### src/rtl/fifo_wr_arbiter_if.sv
// fifo_wr_arbiter_if: requester handshake and FIFO write-port signals of the
// write-side arbiter. The master modport is the requester/FIFO side, the
// slave modport is the arbiter itself.
interface fifo_wr_arbiter_if #(
  parameter int NREQ  = 4,
  parameter int WIDTH = 8
);
  localparam int IDW = $clog2(NREQ);

  logic [NREQ-1:0]       req_valid;
  logic [NREQ-1:0]       req_last;
  logic [NREQ*WIDTH-1:0] req_data;
  logic [NREQ-1:0]       req_ready;
  logic                  wr_full;
  logic                  wren;
  logic [WIDTH-1:0]      wdata;
  logic [IDW-1:0]        gnt_id;
  logic                  locked;
  logic                  burst_err;

  modport master (
    output req_valid, req_last, req_data, wr_full,
    input  req_ready, wren, wdata, gnt_id, locked, burst_err
  );

  modport slave (
    input  req_valid, req_last, req_data, wr_full,
    output req_ready, wren, wdata, gnt_id, locked, burst_err
  );
endinterface

### src/rtl/fifo_wr_arbiter.sv
// fifo_wr_arbiter: round-robin arbiter sharing the async FIFO write port
// among NREQ requesters in the wclk domain. Grant and transfer are
// combinational (zero-cycle grant); wr_full gates every beat.
// Burst locking is compiled in with `define FIFO_WR_ARB_LOCK_EN; without it
// every beat is arbitrated on its own and req_last is ignored.
module fifo_wr_arbiter #(
  parameter int NREQ      = 4,
  parameter int WIDTH     = 8,
  parameter int MAX_BURST = 16
) (
  input  logic             wclk,
  input  logic             wrst_n,
  fifo_wr_arbiter_if.slave bus
);
  localparam int IDW = $clog2(NREQ);

  logic [IDW-1:0] rr_ptr;
  logic [IDW-1:0] rr_idx;
  logic           rr_any;
  logic [IDW-1:0] cidx;
  logic [IDW-1:0] win_idx;
  logic           win_any;
  logic           port_open;
  logic           xfer;

`ifdef FIFO_WR_ARB_LOCK_EN
  localparam int CW = $clog2(MAX_BURST) + 1;

  typedef enum logic {
    IDLE = 1'b0,
    LOCK = 1'b1
  } state_t;

  state_t         state;
  logic [IDW-1:0] owner;
  logic [CW-1:0]  beat_cnt;
  logic           burst_err_q;
  logic           win_last;
`else
  logic           unused_last;
`endif

  // Round-robin search: first valid requester after rr_ptr, wrapping.
  always_comb begin
    rr_idx = rr_ptr;
    rr_any = 1'b0;
    cidx   = '0;
    for (int k = 1; k <= NREQ; k++) begin
      cidx = IDW'((int'(rr_ptr) + k) % NREQ);
      if (!rr_any && bus.req_valid[cidx]) begin
        rr_idx = cidx;
        rr_any = 1'b1;
      end
    end
  end

`ifdef FIFO_WR_ARB_LOCK_EN
  // A locked burst pins the winner to its owner whether or not it is valid.
  assign win_idx = (state == LOCK) ? owner : rr_idx;
  assign win_any = (state == LOCK) | rr_any;
  assign win_last = bus.req_last[win_idx];
`else
  assign win_idx = rr_idx;
  assign win_any = rr_any;
  assign unused_last = ^bus.req_last;
`endif

  // No beat is accepted while reset is held, since no state could record it.
  assign port_open = win_any && !bus.wr_full && wrst_n;
  assign xfer      = port_open && bus.req_valid[win_idx];
  assign bus.wren  = xfer;
  assign bus.wdata = bus.req_data[int'(win_idx)*WIDTH +: WIDTH];

  // Ready is one-hot on the winner, or zero when stalled or idle.
  always_comb begin
    bus.req_ready = '0;
    if (port_open) bus.req_ready[win_idx] = 1'b1;
  end

`ifdef FIFO_WR_ARB_LOCK_EN
  // Arbitration FSM: pointer, burst ownership, beat counting, forced release.
  always_ff @(posedge wclk or negedge wrst_n) begin
    if (!wrst_n) begin
      state       <= IDLE;
      rr_ptr      <= IDW'(NREQ - 1);
      owner       <= '0;
      beat_cnt    <= '0;
      burst_err_q <= 1'b0;
    end else begin
      burst_err_q <= 1'b0;
      if (xfer) begin
        case (state)
          IDLE: begin
            rr_ptr <= win_idx;
            if (!win_last) begin
              state    <= LOCK;
              owner    <= win_idx;
              beat_cnt <= CW'(1);
            end
          end
          LOCK: begin
            beat_cnt <= beat_cnt + 1'b1;
            if (win_last) begin
              state  <= IDLE;
              rr_ptr <= owner;
            end else if (beat_cnt == CW'(MAX_BURST - 1)) begin
              // Burst too long: release so the owner's next beat re-arbitrates.
              state       <= IDLE;
              burst_err_q <= 1'b1;
            end
          end
          default: state <= IDLE;
        endcase
      end
    end
  end

  assign bus.locked    = (state == LOCK);
  assign bus.burst_err = burst_err_q;
  assign bus.gnt_id    = (state == LOCK) ? owner : rr_ptr;
`else
  // Pointer advances to each served requester.
  always_ff @(posedge wclk or negedge wrst_n) begin
    if (!wrst_n) begin
      rr_ptr <= IDW'(NREQ - 1);
    end else if (xfer) begin
      rr_ptr <= win_idx;
    end
  end

  assign bus.locked    = 1'b0;
  assign bus.burst_err = 1'b0;
  assign bus.gnt_id    = rr_ptr;
`endif

endmodule

### src/flat_wrapper.sv
// flat-port wrapper written by rule: the top's interface ports become plain ports
module fifo_wr_arbiter_flat 
#(
  parameter int NREQ      = 4,
  parameter int WIDTH     = 8,
  parameter int MAX_BURST = 16
)
  (wclk, wrst_n, bus_req_valid, bus_req_last, bus_req_data, bus_wr_full, bus_req_ready, bus_wren, bus_wdata, bus_gnt_id, bus_locked, bus_burst_err);
  fifo_wr_arbiter_if #(.NREQ(NREQ), .WIDTH(WIDTH)) bus_i ();
  input  logic wclk;
  input  logic wrst_n;
  input wire logic [$bits(bus_i.req_valid)-1:0] bus_req_valid;
  input wire logic [$bits(bus_i.req_last)-1:0] bus_req_last;
  input wire logic [$bits(bus_i.req_data)-1:0] bus_req_data;
  input wire logic [$bits(bus_i.wr_full)-1:0] bus_wr_full;
  output wire logic [$bits(bus_i.req_ready)-1:0] bus_req_ready;
  output wire logic [$bits(bus_i.wren)-1:0] bus_wren;
  output wire logic [$bits(bus_i.wdata)-1:0] bus_wdata;
  output wire logic [$bits(bus_i.gnt_id)-1:0] bus_gnt_id;
  output wire logic [$bits(bus_i.locked)-1:0] bus_locked;
  output wire logic [$bits(bus_i.burst_err)-1:0] bus_burst_err;
  assign bus_i.req_valid = bus_req_valid;
  assign bus_i.req_last = bus_req_last;
  assign bus_i.req_data = bus_req_data;
  assign bus_i.wr_full = bus_wr_full;
  assign bus_req_ready = bus_i.req_ready;
  assign bus_wren = bus_i.wren;
  assign bus_wdata = bus_i.wdata;
  assign bus_gnt_id = bus_i.gnt_id;
  assign bus_locked = bus_i.locked;
  assign bus_burst_err = bus_i.burst_err;
  fifo_wr_arbiter #(.NREQ(NREQ), .WIDTH(WIDTH), .MAX_BURST(MAX_BURST)) u_core (.wclk(wclk), .wrst_n(wrst_n), .bus(bus_i));
endmodule
### config.mk
export PLATFORM = sky130hd
export DESIGN_NAME = fifo_wr_arbiter_flat
export DESIGN_NICKNAME = d
export VERILOG_FILES = /design/src/rtl/fifo_wr_arbiter_if.sv /design/src/rtl/fifo_wr_arbiter.sv /design/src/flat_wrapper.sv
export SDC_FILE = /design/constraint.sdc
export NUM_CORES = 1
export LEC_CHECK = 0
export CAP_MARGIN = 20
export CORE_UTILIZATION = 29
export CTS_CLUSTER_DIAMETER = 100
export DETAILED_ROUTE_END_ITERATION = 16
export GPL_TIMING_DRIVEN = 0
export MAX_ROUTING_LAYER = met4
export PLACE_DENSITY = 0.86
export SLEW_MARGIN = 20
export SYNTH_ARGS = -nofsm -noshare
export SYNTH_HDL_FRONTEND = slang
export SYNTH_SLANG_ARGS = --single-unit
export TNS_END_PERCENT = 5
### constraint.sdc
create_clock -name wclk -period 3.04 [get_ports wclk]
set_input_delay 0.304 -clock wclk [delete_from_list [all_inputs] [get_ports wclk]]
set_output_delay 0.304 -clock wclk [all_outputs]
set_load 0.02 [all_outputs]
==> impl_metrics.ini, run 1 <==
[worst_hold_path]
hold_class = in2async

[clock_network]
cts_hold_repair.buffers = 0
numCtsBuffers = 3
cts_setup_buffers = 0
cts-resized-gates = 0
cts_tree = done
cts.clk_slew.worst_paths_ps = 30
worst_skew_pair.late_latency_ps = 220
cts_sinks = 2
clock_path_buffers = 2
ctsHtreeMaxLevel = 1
root_buffer = clkbuf_4

[logic_synthesis]
synth_seq_area_share = 0.102
yosysWarningCount = 0
synthArstFlopShare = 1.00
syn-cell-area_um2 = 515
synth_seq_cells = 2
syn_area_per_cell_um2 = 9.21
synth.distinct_cells = 21
number_of_synthesized_flops_with_an_enable_pin = 0
synth_top_flop_cell = dfstp_2
netlist_instances = 56

[finish]
nets = 158
instances_no_fill = 129
final_cell_area_um2 = 1090
syn_to_final_growth_pct = 112
antenna_diode_count = 0
drive_gt1_frac = 0.150
largest_register_ff_count = 2

[sta]
hold_slack_ps = 453
totalNegativeSetupSlack_ps = 0
finalHoldViolCount = 0
fin_crit_sh = 0.906
grt_setup_unrepaired = no
final-max-slew-violation-count = 0
final.setup.worst_slack_ps = 286
max-slew-margin-rel = 0.658
clock-skew-final_ps = 1.33
min_period_ps = 2750
max_freq_mhz = 363
tightestPinTransition_ps = 511
timing.final.setup_violations = 0

[global_route]
grt_antenna_before_repair = 0
groute.layer.met1.usage = 0.170
grt_remaining_overflow = 0
met3_usage = 0.0245
grtUsageTotal = 0.169
gr-usage-met2 = 0.309
number_of_global_route_vias_before_repair = 625
grt_start_max_net_pins = 11
grt_first_pass_wirelength_um = 2390
global_route.peak_usage_layer = met2

[power_and_ir_drop]
power.net_switching_uw = 269
switching_part_of_the_total = 0.418
power.share.combinational = 0.812
p_int_uw = 374
power.share.clock = 0.088
sequentialPowerShare = 0.099
power-per-cell-area_nw_per_um2 = 588
power.ir.vdd_worst_uv = 422
p_leak_nw = 0.488

[placed_design]
place.detailed.instances = 126
dp.final_hpwl_um = 1280
place_ws_ps = 307
dpl-instance-area_um2 = 1070
place_congestion = 0.764
placement.io_buffers = 53

[route]
first_iter_violations = 7
num_vias = 633
avgViaCountPerCell = 4.91
drt_pre_antenna_iters = 13
ant_nets = 0
routedWlPerCell_um = 11.7
drc_errors = 1
totalWireLength_um = 1510

[floorplanning]
initial_utilization = 0.327
fp.coreArea_um2 = 1580
die_height_um = 44.2
die_area_um2 = 1950
rows = 14
ioPinCount = 60
die_width_um = 44.2

[status]
failed_checks = design-rule violations
status = finished, violations left

[worst_setup_path]
timing.setup.critical_path_class = in2out
crit_end_element = primary output
worstSetupStartpointType = input port
timing.critical_path.mode_cell = clkdlybuf4s50_1
crit_path_max_incr_delay_ps = 640
cell_by_cell_trace_of_the_critical_path = clkdlybuf4s50_1 -> nand2b_4 -> o21ai_2 -> a221oi_2 -> buf_6 -> mux2i_1 -> clkdlybuf4s50_1
cp_data_arrival_time_ps = 2450
critical_path_required_ps = 2740
cp_slowest_cell = clkdlybuf4s50_1
worstPathMaxFanout = 10
rrSetupSlack_ps = 1480

[run]
drv.max_cap_violation_count = 0
-- cell type report --
class,instances,area [µm²]
Inverter,3,11.3
Timing Repair Buffer,53,531
Sequential cell,2,52.6
Buffer,5,45.0
Clock buffer,3,22.5
Multi-Input combinational cell,47,410
Fill cell,142,484
Tap cell,16,20.0
-- worst paths after layout --
path	start	to	cells after the start
setup / recovery	bus_req_valid[3]	bus_wdata[5]	7
hold / removal	wrst_n	u_core.bus.gnt_id[0]	1
setup reg to reg	u_core.bus.gnt_id[0]	u_core.bus.gnt_id[0]	5
hold reg to reg	u_core.bus.gnt_id[0]	u_core.bus.gnt_id[0]	2
max in group asynchronous	wrst_n	u_core.bus.gnt_id[1]	1
min in group wclk	u_core.bus.gnt_id[0]	u_core.bus.gnt_id[0]	2
-- critical path: cells and delay by family --
family                 cells  cell delay (ps)
multiplexers               1              200
AO/OA/AOI/OAI              2              460
AND/OR/NAND/NOR            1              120
buffers and inverters      3             1360
-- metrics by stage --
step | power (mW) | util
after detailed placement | 0.591 | 0.679
after CTS | 0.652 | 0.693
after global placement | 0.584 | 0.679
after global routing | 0.686 | 0.693
after floorplan | 0.385 | -
final | 0.642 | 0.693
-- cells in the final DEF, fill, tap and decap left out --
master and instances:
a21oi_1 3, mux2i_4 1, inv_1 3, dfstp_2 2
nand2_1 1, o21ai_1 1, a31oi_1 1, buf_6 2
clkdlybuf4s50_1 53, nor4_1 1, mux2i_1 24, o21ai_2 1
buf_4 3, a221oi_2 1, conb_1 2, nand2b_4 1
and3_2 2, nor2_1 3, nor3b_1 1, nand2b_1 2
o21a_1 1, nor3b_2 1, clkbuf_4 3
-- cell families after synthesis --
group           Yosys count  synth area share
compound gates            8             0.112
buf+inv                   8             0.109
flops                     2             0.102
mux                      25             0.510
other cells               1           0.00727
simple gates             12             0.160
-- cells in the mapped netlist, types with 2 or more instances --
library cell,count,area [µm²]
a21oi_1,3,15.0
and3_2,2,15.0
buf_4,3,22.5
buf_6,2,22.5
dfstp_2,2,52.6
inv_1,3,11.3
mux2i_1,24,240
nand2b_1,2,12.5
nor2_1,3,11.3
-- routing by layer --
| layer | share of wire | routed length (µm) | vias to the layer above |
|---|---|---|---|
| met3 | 0.10 | 151 | 2 |
| met1 | 0.36 | 543 | 272 |
| li1 | - | - | 317 |
| met5 | 0 | 0 | - |
| met2 | 0.53 | 800 | 42 |
| met4 | 0.013 | 19 | 0 |
-- power by group through the flow --
| stage | registers [mW] | clock network [mW] | logic, mW |
|---|---|---|---|
| 6_report | 0.0638 | 0.0568 | 0.522 |
| 5_1_grt | 0.0666 | 0.0629 | 0.556 |
| 4_1_cts | 0.0639 | 0.0597 | 0.528 |
| 3_5_place_dp | 0.0644 | 0 | 0.526 |
| 3_3_place_gp | 0.0637 | 0 | 0.520 |
| 2_1_floorplan | 0.0741 | 0 | 0.311 |
Note: power is estimated with default switching activity, not from simulation.
==> run 2, diff against run 1 <==
--- a/config.mk
+++ b/config.mk
@@ -10,7 +10,6 @@
 export CTS_CLUSTER_DIAMETER = 100
 export DETAILED_ROUTE_END_ITERATION = 16
 export GPL_TIMING_DRIVEN = 0
-export MAX_ROUTING_LAYER = met4
 export PLACE_DENSITY = 0.86
 export SLEW_MARGIN = 20
 export SYNTH_ARGS = -nofsm -noshare
==> constraint.sdc (replaced) <==
create_clock -name wclk -period 3.2 [get_ports wclk]
set_input_delay 0.32 -clock wclk [delete_from_list [all_inputs] [get_ports wclk]]
set_output_delay 0.32 -clock wclk [all_outputs]
set_load 0.02 [all_outputs]
==> results of run 2 <==
Same layout as run 1 (identical final DEF). Status: finished, violations left: design-rule violations.
Among the figures that moved: final weighted congestion in routability-driven placement 0.764 -> 0.754; setup slack after placement 307 ps -> 435 ps; overall routing resource usage 0.169 -> 0.164; setup slack after layout 286 ps -> 414 ps; hold slack 453 ps -> 469 ps; register-to-register setup slack 1480 ps -> 1640 ps; total power 0.642 mW -> 0.610 mW; worst IR drop on VDD 422 µV -> 401 µV
